`config.mk`:
```
export PLATFORM = sky130hd
export DESIGN_NAME = alu_pipe
export DESIGN_NICKNAME = d
export VERILOG_FILES = /design/src/rtl/alu_pkg.sv /design/src/rtl/alu_mul_iter.sv /design/src/rtl/alu_pipe.sv
export SDC_FILE = /design/constraint.sdc
export NUM_CORES = 1
export LEC_CHECK = 0
export ABC_AREA = 1
export CAP_MARGIN = 20
export CORE_MARGIN = 4
export CORE_UTILIZATION = 25
export CTS_CLUSTER_SIZE = 8
export DETAILED_ROUTE_END_ITERATION = 10
export HOLD_SLACK_MARGIN = 0.08
export SETUP_SLACK_MARGIN = 0.5
export SLEW_MARGIN = 20
export SYNTH_ARGS = -nofsm -noshare
export SYNTH_HDL_FRONTEND = slang
export SYNTH_SLANG_ARGS = --single-unit
export TNS_END_PERCENT = 50
```
`constraint.sdc`:
```
create_clock -name clk -period 4 [get_ports clk]
set_clock_uncertainty 0.2 [all_clocks]
set_input_delay 1.2 -clock clk [delete_from_list [all_inputs] [get_ports clk]]
set_output_delay 1.2 -clock clk [all_outputs]
set_load 0.005 [all_outputs]
```
`src/rtl/alu_pkg.sv`:
```
// Shared types for the pipelined ALU: opcodes, FSM states and the flag bundle.
package alu_pkg;

    typedef enum logic [3:0] {
        OP_AND  = 4'b0000,
        OP_OR   = 4'b0001,
        OP_ADD  = 4'b0010,
        OP_SLL  = 4'b0011,
        OP_SRL  = 4'b0100,
        OP_SRA  = 4'b0101,
        OP_SUB  = 4'b0110,
        OP_SLT  = 4'b0111,
        OP_MUL  = 4'b1000,
        OP_SLTU = 4'b1001,
        OP_NOR  = 4'b1100
    } op_t;

    typedef enum logic {
        IDLE,
        MUL
    } state_t;

    typedef struct packed {
        logic zero;
        logic negative;
        logic carry;
        logic overflow;
        logic illegal_op;
    } flags_t;

    function automatic flags_t mk_flags(
        input logic is_zero,
        input logic msb,
        input logic c,
        input logic v,
        input logic ill
    );
        flags_t f;
        f.zero       = is_zero;
        f.negative   = msb;
        f.carry      = c;
        f.overflow   = v;
        f.illegal_op = ill;
        return f;
    endfunction

endpackage

```
`src/rtl/alu_mul_iter.sv`:
```
// Sequential shift-add multiplier: one multiplier bit per cycle after start.
import alu_pkg::*;

module alu_mul_iter #(
    parameter int WIDTH = 32
) (
    input  logic             clk,
    input  logic             reset,
    input  logic             start,
    input  logic [WIDTH-1:0] a,
    input  logic [WIDTH-1:0] b,
    output logic             done,
    output logic [WIDTH-1:0] product
);

    localparam int CW = $clog2(WIDTH);

    logic             busy;
    logic [CW-1:0]    count;
    logic [WIDTH-1:0] acc;
    logic [WIDTH-1:0] mcand;
    logic [WIDTH-1:0] mplier;
    logic [WIDTH-1:0] acc_next;

    assign acc_next = mplier[0] ? acc + mcand : acc;
    // product is valid combinationally during the final step
    assign done     = busy && (count == CW'(WIDTH - 1));
    assign product  = acc_next;

    always_ff @(posedge clk) begin
        if (reset) begin
            busy   <= 1'b0;
            count  <= '0;
            acc    <= '0;
            mcand  <= '0;
            mplier <= '0;
        end else if (start) begin
            busy   <= 1'b1;
            count  <= '0;
            acc    <= '0;
            mcand  <= a;
            mplier <= b;
        end else if (busy) begin
            acc    <= acc_next;
            mcand  <= mcand << 1;
            mplier <= mplier >> 1;
            count  <= count + 1'b1;
            if (done) begin
                busy <= 1'b0;
            end
        end
    end

endmodule

```
`src/rtl/alu_pipe.sv`:
```
// Handshaked ALU between operand read and writeback; MUL iterates WIDTH cycles.
import alu_pkg::*;

module alu_pipe #(
    parameter int WIDTH = 32
) (
    input  logic             clk,
    input  logic             reset,
    input  logic             in_valid,
    output logic             in_ready,
    input  logic [3:0]       operation,
    input  logic [WIDTH-1:0] read1,
    input  logic [WIDTH-1:0] read2,
    output logic             out_valid,
    input  logic             out_ready,
    output logic [WIDTH-1:0] result,
    output logic             zero,
    output logic             negative,
    output logic             carry,
    output logic             overflow,
    output logic             illegal_op
);

    localparam int SHW = $clog2(WIDTH);
    localparam int M   = WIDTH - 1;

    state_t           state;
    flags_t           flags_q;
    flags_t           alu_flags;
    op_t              op;
    logic [WIDTH-1:0] alu_res;
    logic [WIDTH:0]   sum;
    logic [WIDTH:0]   diff;
    logic [SHW-1:0]   shamt;
    logic             c;
    logic             v;
    logic             ill;
    logic             in_fire;
    logic             out_fire;
    logic             mul_start;
    logic             mul_done;
    logic [WIDTH-1:0] mul_product;

    assign op        = op_t'(operation);
    assign shamt     = read2[SHW-1:0];
    assign in_ready  = (state == IDLE) && (!out_valid || out_ready);
    assign in_fire   = in_valid && in_ready;
    assign out_fire  = out_valid && out_ready;
    assign mul_start = in_fire && (op == OP_MUL);

    always_comb begin
        sum     = {1'b0, read1} + {1'b0, read2};
        diff    = {1'b0, read1} - {1'b0, read2};
        alu_res = '0;
        c       = 1'b0;
        v       = 1'b0;
        ill     = 1'b0;
        unique case (op)
            OP_AND:  alu_res = read1 & read2;
            OP_OR:   alu_res = read1 | read2;
            OP_NOR:  alu_res = ~(read1 | read2);
            OP_ADD: begin
                alu_res = sum[M:0];
                c       = sum[WIDTH];
                v       = (read1[M] == read2[M]) && (sum[M] != read1[M]);
            end
            OP_SUB: begin
                alu_res = diff[M:0];
                c       = diff[WIDTH];
                v       = (read1[M] != read2[M]) && (diff[M] != read1[M]);
            end
            OP_SLT:  alu_res = {{M{1'b0}}, $signed(read1) < $signed(read2)};
            OP_SLTU: alu_res = {{M{1'b0}}, read1 < read2};
            OP_SLL:  alu_res = read1 << shamt;
            OP_SRL:  alu_res = read1 >> shamt;
            OP_SRA:  alu_res = $signed(read1) >>> shamt;
            // MUL result comes from the iterative unit, never from here
            OP_MUL:  alu_res = '0;
            default: ill = 1'b1;
        endcase
        alu_flags = mk_flags(alu_res == '0, alu_res[M], c, v, ill);
    end

    alu_mul_iter #(
        .WIDTH(WIDTH)
    ) u_mul (
        .clk    (clk),
        .reset  (reset),
        .start  (mul_start),
        .a      (read1),
        .b      (read2),
        .done   (mul_done),
        .product(mul_product)
    );

    always_ff @(posedge clk) begin
        if (reset) begin
            state     <= IDLE;
            out_valid <= 1'b0;
            result    <= '0;
            flags_q   <= '0;
        end else begin
            unique case (state)
                IDLE: begin
                    if (in_fire && op != OP_MUL) begin
                        result    <= alu_res;
                        flags_q   <= alu_flags;
                        out_valid <= 1'b1;
                    end else if (in_fire) begin
                        state     <= MUL;
                        out_valid <= 1'b0;
                    end else if (out_fire) begin
                        out_valid <= 1'b0;
                    end
                end
                MUL: begin
                    if (mul_done) begin
                        result    <= mul_product;
                        flags_q   <= mk_flags(mul_product == '0,
                                              mul_product[M],
                                              1'b0, 1'b0, 1'b0);
                        out_valid <= 1'b1;
                        state     <= IDLE;
                    end
                end
                default: state <= IDLE;
            endcase
        end
    end

    assign zero       = flags_q.zero;
    assign negative   = flags_q.negative;
    assign carry      = flags_q.carry;
    assign overflow   = flags_q.overflow;
    assign illegal_op = flags_q.illegal_op;

endmodule

```
* Yosys cells after proc, flatten, opt, wreduce, memory -nomap -nowiden *
Cells that the tools add are included.

word-level totals
  register bits after elaboration = 141
  input bits = 72

operators by class
  multiplexer cells = 26
  reduce and logical (&&, ||, !) cells = 18
  shift operators = 3
  add/subtract/negate cells = 4
  bitwise gates (word level) = 4
  order comparisons = 2
  equal/unequal tests = 19

operators by type and width
  operator                                                                number
  32-bit case mux with 10 select lines                                    1
  32-bit two-way mux                                                      7
  32-bit zero test                                                        2
  32-bit < comparator                                                     2
  32-bit case mux with 2 select lines                                     1
  32-bit by 32-bit adder with 33-bit output                               1
  32-bit by 32-bit subtractor with 33-bit output                          1
  32-bit adder                                                            1
  32-bit bitwise AND                                                      1
  32-bit NOT                                                              1
  32-bit OR                                                               1
  32-bit by 5-bit left shift with 32-bit output                           1
  32-bit by 5-bit >> shifter with 32-bit output                           1
  32-bit by 5-bit >>> shifter with 32-bit output                          1
  4-bit by 3-bit equality test with 1-bit output (second input constant)  4
  4-bit equality test (second input constant)                             3
  11-bit OR reduction                                                     1
  1-bit two-way mux                                                       10
  5-bit two-way mux                                                       2
  5-bit case mux with 2 select lines                                      1
  4-bit by 2-bit equality test with 1-bit output (second input constant)  2
  1-bit logical AND                                                       8
  1-bit case mux with 2 select lines                                      4
  5-bit by 1-bit adder with 5-bit output (second input constant)          1
  other kinds (14)                                                        18

* Logic depth before layout (Yosys ltp) *
Gate-level depths: netlist of the first run.

  depth after elaboration = 7
  mapped depth = 29

* Cells and area by module *
A second synthesis of the first run with hierarchy kept.

unflattened totals
  cells, all modules = 3,626
  area, all modules = 19,277.2 um^2

modules (own cells, without submodules)
  module        area an instance (um^2)  seq. area each (um^2)  cells an instance  instances
  alu_pipe      12,025.3                 760.7                  2,404              1
  alu_mul_iter  7,252.0                  2,042.0                1,222              1

* Least setup slack after synthesis of the first run *
No wires, ideal clock.

  path type = input port to flip-flop
  start point = input read2[3]
  end point = register flags_q (netlist bit zero)
  stages = 26
  path buffers = 3
  arrival time = 3.612 ns
  required time = 3.744 ns
  setup slack = 0.132 ns
  library setup time = 0.056 ns
  cell sequence = inv_2 > buf_2 > buf_1 > ha_1 > buf_2 > inv_1 > nand2_1 > nand2_1 > nand2_1 > nand3b_1 > nand3_1 > nand2_1 > nand2_1 > nand2_1 > nand2_1 > nand2_1 > nor2_1 > nor2_1 > nand2_1 > nor2_1 > nand2_1 > nor2_1 > nand2_1 > nand3_1 > nand2_1 > inv_1

on the way
  word-level cells in the longest chain between the ends = 6
  elaborated cells on any way between the ends = 14
  those cells by class = add/sub: 2; order compare: 2; shift: 3; mux: 3; bitwise: 3; reduce/logical: 1

RTL lines
  item                                                                                                    RTL line         text
  start, declared                                                                                         alu_pipe.sv:13   input logic [WIDTH-1:0] read2,
  parallel branches: the longest is 2 deep, another holds 32-bit by 32-bit subtractor with 33-bit output  -
  32-bit case mux with 10 select lines *                                                                  alu_pipe.sv:58   unique case (op)
  32-bit zero test *                                                                                      alu_pipe.sv:81   alu_flags = mk_flags(alu_res == '0, alu_res[M], c, v, ill);
  5-bit two-way mux *                                                                                     alu_pipe.sv:105  if (in_fire && op != OP_MUL) begin
  5-bit case mux with 2 select lines *                                                                    alu_pipe.sv:103  unique case (state)
  end signal, assigned                                                                                    alu_pipe.sv:107  flags_q <= alu_flags;
  end signal, assigned                                                                                    alu_pipe.sv:119  flags_q <= mk_flags(mul_product == '0,
  end, declared                                                                                           alu_pipe.sv:28   flags_t flags_q;

Mark *: on every way between the ends. The select of a mux whose other input is x is not followed.
A chain may end at the register's enable or synchronous reset.

* Worst setup path after layout of the first run *
  start point = input read2[17]
  end point = register flags_q (netlist bit zero)

The elaborated chain is that of the path after synthesis.

==> metrics.txt, run 1 <==
Power, Total=6.12 mW; Final Hold Vio Count=0; VDD IR-drop max=0.000322 V; initial antenna violation count=3; area post-placement=24800 um^2; Pins Over Slew Limit=0; sequential cell area=2810 um^2; Hold Slack=0.266 ns; H-tree Lvls=4; Via density=5.13; post-synthesis compound-gate area fraction=0.136; Worst setup SP type=input port; multi-input logic area=15400 um^2; # setup viols final=0; clock sinks=140; critical path arrival=3.75 ns; Initial DRT Pass Iterations=6; Leak=13.6 nW; Post-Syn Area=18400 um^2; Vias=25700; post-synthesis sequential area ratio=0.152; delay-heaviest family, CP=simple AND/OR/NAND/NOR gates; Row Count=99; largest family of logic cells by synthesized area=simple AND/OR/NAND/NOR gates; ys async rst share=0; most used standard cell by instance count after synthesis=nand2_1; routed length per instance=21.0 um; Main synth FF type=dfxtp_1; CP cell instances=clkdlybuf4s15_1 > inv_2 > ha_4 > inv_2 > nand2_1 > nand2_1 > o21bai_2 > a21oi_2 > buf_4 > buf_6 > nand2_1 > o21ai_2 > nor2_4 > nor2_2 > nand2_1 > nor2_2 > nand2_1 > nor2_1 > nand2_1 > nand3_2 > nand2_1 > inv_1; XOR/XNOR Fraction of Synth Area=0.00523; Synth Area in Simple Gates=0.482; I/O Buffers=110; Worst Tran Pin Value=0.827 ns; share of cells above drive strength 1=0.310; CP required=4.22 ns; DR iter-0 viols=2918; # IOs=111; die height=279 um; cell mode on critical path=nand2_1; pwr/cell area=219 nW/um^2; Netlist cell types=49; Peak Freq=283 MHz; TritonCTS Buffers=17; Antenna Nets Post-Route=0; worst-path fanout max=7; CTS Buffer Depth=2; # fillers=7960; critical path type=input port to register; Synth warnings=0; RSZ-0062 raised after global routing=true; nets=4248; Worst Path Buf+Inv=6; top post-synthesis cells by area=nand2_1, dfxtp_1, nand3_1; Yosys reg bits=140; area grow syn2layout=51.6%; Synth area leader=nand2_1; Syn Area/Cell=5.38 um^2; WL final=105 mm; status=completed; EDFF count, synth=0; min-delay worst type=register to register; Synth Net Count=3631; slowest CP cell=ha_4; global-route wire length before repair=152 mm; min Tclk post-route=3.53 ns; slack of the worst reg-to-reg path=0.75 ns; Final WS setup=0.467 ns; HPWL after detailed placement=86.2 mm; clock-pin slew on the worst setup and hold paths=0.06 ns; Die W=279 um; Total GRT Usage=0.258; residual DRC count=0; TritonCTS clock tree=yes; Placed Cells=4926; antenna cells=0; initial core utilization=0.252; fin area=27900 um^2; vias in the first global route=23700; Synth top cells by count=nand2_1, nand3_1, inv_1, nor2_1, a21oi_1; Die Footprint=78000 um^2; pre-CTS setup slack=-1.00 ns; Yosys top cell area share=0.223; Cells after Synth=3419; synthesized-area fraction occupied by adder cells=0.0964; fin cells=5007; GP Congestion=1.05; Core Box Area=73000 um^2; Final TNS setup=0 ns; utilization after layout=0.383; final worst-path cycle share=0.883; Crit. End Element=register; CP max stage delay=0.33 ns; multiplexer share of the synthesized area=0.00109; total gr overflow=0; Skew-Pair Late Insertion Delay=0.48 ns; largest net degree at the start of global routing=70; Max Cap Violations=0; Root Buffer=clkbuf_16; relative max-transition margin=0.448
==> where the power goes <==
part           internal [mW]  leakage, nW  switching [mW]
Clock                  0.955        0.287           0.732
Sequential              1.43         1.13          0.0392
Combinational           1.22         12.2            1.74
==> layout by cell type, fill, tap and decap left out, types with 11 or more instances in the layout <==
| cell | netlist | layout |
|---|---|---|
| dlygate4sd2_1 | 0 | 11 |
| a221oi_1 | 19 | 18 |
| dfxtp_1 | 140 | 139 |
| o22ai_1 | 18 | 18 |
| a21oi_1 | 158 | 111 |
| clkbuf_2 | 1 | 28 |
| o21ai_0 | 132 | 111 |
| nand2_2 | 19 | 124 |
| o21ai_1 | 2 | 13 |
| a21oi_2 | 0 | 38 |
| o211ai_1 | 27 | 27 |
| nor3_1 | 40 | 30 |
| buf_6 | 6 | 39 |
| inv_1 | 418 | 350 |
| buf_4 | 11 | 582 |
| nand2_1 | 1092 | 970 |
| nor2_1 | 354 | 241 |
| ha_4 | 0 | 33 |
| ha_2 | 0 | 12 |
| clkbuf_16 | 0 | 17 |
| nand3_2 | 4 | 59 |
| buf_12 | 0 | 24 |
| nand4_1 | 27 | 27 |
| clkdlybuf4s50_1 | 0 | 43 |
| inv_2 | 7 | 67 |
| a31oi_1 | 55 | 54 |
| nand2_4 | 1 | 18 |
| nor2_2 | 7 | 71 |
| nor2_4 | 1 | 50 |
| ha_1 | 137 | 92 |
| nand3_1 | 529 | 466 |
==> area by class of cell <==
cell class / instances / share of cell area
well taps: 959 / 0.0430
multi-input cells: 2695 / 0.553
flip-flops and latches: 140 / 0.101
clock inverters: 11 / 0.00480
inverters: 428 / 0.0587
repair buffers: 754 / 0.224
clock buffers: 20 / 0.0164
==> routing by layer <==
layer | GRT usage | share of wire
met3 | 0.0592 | 0.094
met5 | 0 | 0.00012
met1 | 0.356 | 0.44
met2 | 0.391 | 0.42
met4 | 0.0990 | 0.044
==> cell families after synthesis <==
kind of cell    after synthesis
compound gates              437
xor+xnor                     11
fa+ha+maj                   140
buf+inv                     584
flops                       140
mux                           2
simple gates               2105
==> worst register-to-register path: cells and delay by family (launching register included) <==
family                   cells  cell delay (ns)
flip-flops                   1             0.38
AND/OR/NAND/NOR             17             1.91
adder cells (fa/ha/maj)      2             0.58
buffers and inverters        2             0.10
==> state kept, by name, indices dropped and copies added (netlist names) <==
| signal | cells |
|---|---|
| carry | 1 |
| illegal_op | 1 |
| out_valid | 1 |
| overflow | 1 |
| result | 32 |
| state | 1 |
| u_mul.acc | 32 |
| u_mul.busy | 1 |
| u_mul.count | 5 |
| u_mul.mcand | 32 |
| u_mul.mplier | 32 |
| zero | 1 |
==> worst paths after layout <==
kind,depth (start not counted),end,from
max,22,zero$_SDFFE_PP0P_,read2[17]
min,2,result[1]$_SDFFE_PP0P_,result[1]$_SDFFE_PP0P_
max reg2reg,21,zero$_SDFFE_PP0P_,u_mul.mcand[0]$_SDFFE_PP0P_
min reg2reg,2,result[1]$_SDFFE_PP0P_,result[1]$_SDFFE_PP0P_
==> what timing repair did <==
action	4_1_cts	5_1_grt
hold buffers	0	0
endpoints found under the setup margin	36	26
setup buffers	33	17
resized for setup	440	368
pin swaps	100	124
Note: power is estimated with default switching activity, not from simulation.
==> run 2, diff against run 1 <==
Settings changed: CAP_MARGIN 20 to 25, SKIP_CTS_REPAIR_TIMING from default to 1.
==> metrics.txt, run 2 (same netlist as run 1, synthesis figures left out) <==
clock sinks=140; GP Congestion=1.05; H-tree Lvls=4; nets=4237; final worst-path cycle share=0.883; I/O Buffers=110; HPWL after detailed placement=86.2 mm; Die W=279 um; critical path type=input port to register; share of cells above drive strength 1=0.291; # fillers=7916; Final Hold Vio Count=0; Crit. End Element=register; Worst Tran Pin Value=0.822 ns; CTS Buffer Depth=2; TritonCTS Buffers=17; Row Count=99; initial core utilization=0.252; WL final=105 mm; routed length per instance=20.9 um; most frequent cells in the layout=nand2_1, buf_4, nand3_1; Root Buffer=clkbuf_16; slack of the worst reg-to-reg path=0.64 ns; Power, Total=6.07 mW; Max Cap Violations=0; met2 Use GR=0.383; Core Box Area=73000 um^2; Final TNS setup=0 ns; utilization after layout=0.381; Antenna Nets Post-Route=0; Die Footprint=78000 um^2; # setup viols final=0; relative max-transition margin=0.451; Initial DRT Pass Iterations=6; Skew-Pair Late Insertion Delay=0.48 ns; Vias=25400; status=completed; critical path arrival=3.75 ns; M3 GR Usage=0.0649; vias in the first global route=23300; Via density=5.08; commonest non-fill, non-tap cell in the layout=nand2_1; residual DRC count=0; gr busiest metal=met2; VDD IR-drop max=0.000318 V; clock-pin slew on the worst setup and hold paths=0.06 ns; Pins Over Slew Limit=0; pwr/cell area=218 nW/um^2; # IOs=111; largest net degree at the start of global routing=70; CP required=4.22 ns; total gr overflow=0; worst-path fanout max=4; area grow syn2layout=51.1%; TritonCTS clock tree=yes; Peak Freq=283 MHz; initial antenna violation count=1; min-delay worst type=register to register; Total GRT Usage=0.255; min Tclk post-route=3.53 ns; met1 Resource Use GR=0.351; DR iter-0 viols=2782; die height=279 um; global-route wire length before repair=150 mm; RSZ-0062 raised after global routing=true; Worst setup SP type=input port; Leak=13.8 nW
## run 2: cell count changes in the layout (fill, tap and decap cells not counted), sizes merged
cell,delta
clkdlybuf4s50,+2
clkdlybuf4s15,-10
buf,-12
clkbuf,-14
dlymetal6s2s,+34
dlygate4sd2,-11
diode,+1
## run 2: worst paths after layout
path                                       from                       endpoint  cells after the start
hold / removal    u_mul.mplier[31]$_SDFFE_PP0P_  u_mul.mplier[31]$_SDFFE_PP0P_                      2
setup reg to reg    u_mul.mcand[0]$_SDFFE_PP0P_              zero$_SDFFE_PP0P_                     19
setup / recovery                      read1[28]              zero$_SDFFE_PP0P_                     20
hold reg to reg   u_mul.mplier[31]$_SDFFE_PP0P_  u_mul.mplier[31]$_SDFFE_PP0P_                      2
## run 2: worst max-delay path, cell delays in order
cell             delay (ns)
clkdlybuf4s50_1        0.42
buf_6                  0.17
buf_12                 0.16
nand2_4                0.07
and2_4                 0.14
nand2_1                0.04
o211ai_1               0.09
nand3_1                0.13
o211ai_1               0.16
nand3_1                0.13
nor2_2                 0.22
buf_6                  0.17
nand3_2                0.10
nor2_1                 0.14
nand2_1                0.06
nor2_1                 0.10
nand2_1                0.08
nand3_2                0.06
nand2_1                0.05
inv_1                  0.04
## run 2: where the power goes
| group | leakage (nW) | switching, mW | internal (mW) |
|---|---|---|---|
| sequential | 1.13 | 0.0391 | 1.43 |
| clock | 0.287 | 0.733 | 0.955 |
| combinational | 12.4 | 1.71 | 1.20 |
## run 2: through the flow
step	setup slack (ns)	hold WS, ns	area, um^2	instances
after global placement	-1.03	0.251	24800	4926
after detailed placement	-1.00	0.255	24800	4926
after global routing	0.338	0.292	27800	4996
after CTS	-0.513	0.265	25400	4957
final	0.469	0.265	27800	4997
after floorplan	0.490	0.241	18500	3419
## run 2: per-layer routing
layer	wire length [um]	vias to the layer above	share of wire
met3	10000	179	0.096
met5	0	-	0
met1	46200	11800	0.44
li1	-	12300	-
met2	43800	1033	0.42
met4	4580	0	0.044
## run 2: final cells by class
cell class / instances / area [um^2] / share of cell area
diodes: 1 / 2.50 / 0.0000900
clock buffers: 20 / 457 / 0.0164
clock inverters: 11 / 134 / 0.00481
inverters: 428 / 1630 / 0.0587
multi-input cells: 2695 / 15300 / 0.549
flip-flops and latches: 140 / 2810 / 0.101
well taps: 959 / 1200 / 0.0431
repair buffers: 743 / 6320 / 0.227
==> run 3, diff against run 2 <==
Settings changed: CORE_ASPECT_RATIO from default to 1.4.
==> metrics.txt, run 3 (same netlist as run 1, synthesis figures left out) <==
Worst Tran Pin Value=0.927 ns; Power, Total=6.27 mW; Max Cap Violations=0; Peak Freq=272 MHz; VDD IR-drop max=0.000327 V; Placed Cells=4973; critical path arrival=3.90 ns; cell mode on critical path=nand2_1; Die Footprint=78100 um^2; slack of the worst reg-to-reg path=0.61 ns; Row Count=117; Crit. End Element=register; Pins Over Slew Limit=0; relative max-transition margin=0.382; clock sinks=140; DR iter-0 viols=2308; Skew-Pair Late Insertion Delay=0.49 ns; worst-path fanout max=4; critical path type=input port to register; Via density=5.11; vias in the first global route=24700; Total GRT Usage=0.261; Initial DRT Pass Iterations=6; initial antenna violation count=2; final worst-path cycle share=0.918; residual DRC count=0; CTS Buffer Depth=2; initial core utilization=0.252; reg-to-reg startpoint=u_mul.mcand[0]$_SDFFE_PP0P_; Worst setup SP type=input port; share of cells above drive strength 1=0.317; TritonCTS clock tree=yes; pre-CTS setup slack=-0.944 ns; area grow syn2layout=56.0%; fin area=28700 um^2; Leak=14.3 nW; RSZ-0062 raised after global routing=true; H-tree Lvls=4; # IOs=111; Root Buffer=clkbuf_16; area post-placement=25200 um^2; min-delay worst type=register to register; min Tclk post-route=3.67 ns; worst r2r path cells=19; routed length per instance=21.3 um; # setup viols final=0; nets=4302; CP max stage delay=0.42 ns; Die W=237 um; largest net degree at the start of global routing=82; pwr/cell area=219 nW/um^2; CP cell instances=buf_6 > inv_2 > ha_2 > inv_2 > fa_2 > buf_4 > xor2_1 > nor2_1 > nor3_1 > a21boi_1 > nand2_1 > nor2_1 > nand2_1 > nor2_2 > buf_4 > nand3_1 > nor2_1 > nand2_1 > nand3_1 > nand2_1 > inv_1; Core Box Area=72900 um^2; Worst Path Buf+Inv=6; CP endpoint=zero$_SDFFE_PP0P_; worst r2r dst=zero$_SDFFE_PP0P_; global-route wire length before repair=153 mm; Vias=25800; commonest non-fill, non-tap cell in the layout=nand2_1; status=completed; die height=329 um; Antenna Nets Post-Route=0; TritonCTS Buffers=17; GP Congestion=1.05; Crit path depth=21; CP required=4.23 ns; slowest CP cell=fa_2; I/O Buffers=110; Final WS setup=0.329 ns; delay-heaviest family, CP=simple AND/OR/NAND/NOR gates; Hold Slack=0.263 ns; Final Hold Vio Count=0; WL final=108 mm; fin cells=5056; most frequent cells in the layout=nand2_1, buf_4, nand3_1; total gr overflow=0; HPWL after detailed placement=89.1 mm; clock-pin slew on the worst setup and hold paths=0.07 ns; crit path launch=read1[0]
## run 3: cell types whose count changed in the layout (fill, tap and decap cells not counted), sizes merged
cell / previous run / this run
inv: 427 / 426
clkinvlp: 3 / 1
bufinv: 2 / 3
dlymetal6s2s: 43 / 54
buf: 641 / 703
clkbuf: 34 / 29
## run 3: final cells by class
class	count	area, um^2
fillers	7946	44200
multi-input cells	2695	15500
repair buffers	808	6920
flip-flops and latches	140	2810
inverters	428	1640
well taps	952	1190
clock buffers	23	488
clock inverters	9	135
diodes	1	2.50
## run 3: routing by layer
metal / part of all wire / global-route usage / vias up
li1: - / - / 12400
met1: 0.37 / 0.284 / 12000
met2: 0.48 / 0.455 / 1055
met3: 0.051 / 0.0299 / 375
met4: 0.10 / 0.216 / 2
met5: 0.00019 / 0 / -
## run 3: worst min-delay path by stage
stage                                     to                          start  slack [ns]  depth (start not counted)
3_3_place_gp   u_mul.mplier[31]$_SDFFE_PP0P_  u_mul.mplier[31]$_SDFFE_PP0P_        0.25                          2
6_report             illegal_op$_SDFFE_PP0P_        illegal_op$_SDFFE_PP0P_        0.26                          2
3_5_place_dp         illegal_op$_SDFFE_PP0P_        illegal_op$_SDFFE_PP0P_        0.25                          2
4_1_cts              illegal_op$_SDFFE_PP0P_        illegal_op$_SDFFE_PP0P_        0.26                          2
2_1_floorplan  u_mul.mplier[31]$_SDFFE_PP0P_  u_mul.mplier[31]$_SDFFE_PP0P_        0.24                          2
5_1_grt                overflow$_SDFFE_PP0P_          overflow$_SDFFE_PP0P_        0.30                          2
## run 3: report_power, final
group          switching (mW)  total (mW)  internal [mW]
Combinational            1.76        3.05           1.29
Sequential             0.0364        1.47           1.43
Clock                   0.710        1.76           1.05
Total                    2.51        6.27           3.77
## run 3: worst reg2reg max path: cells and delay by family, from the launching register on
family	cells	cell delay (ns)
and+or+nand+nor	14	1.91
buffers and inverters	2	0.10
adders and majority gates	2	0.59
DFF	1	0.38
AOI/OAI and AO/OA	1	0.17
## run 3: metrics by stage
step | util | setup TNS [ns]
after global placement | 0.345 | -14.53
after global routing | 0.394 | 0
after CTS | 0.354 | -0.843
after floorplan | - | 0
final | 0.394 | 0
after detailed placement | 0.345 | -14.61
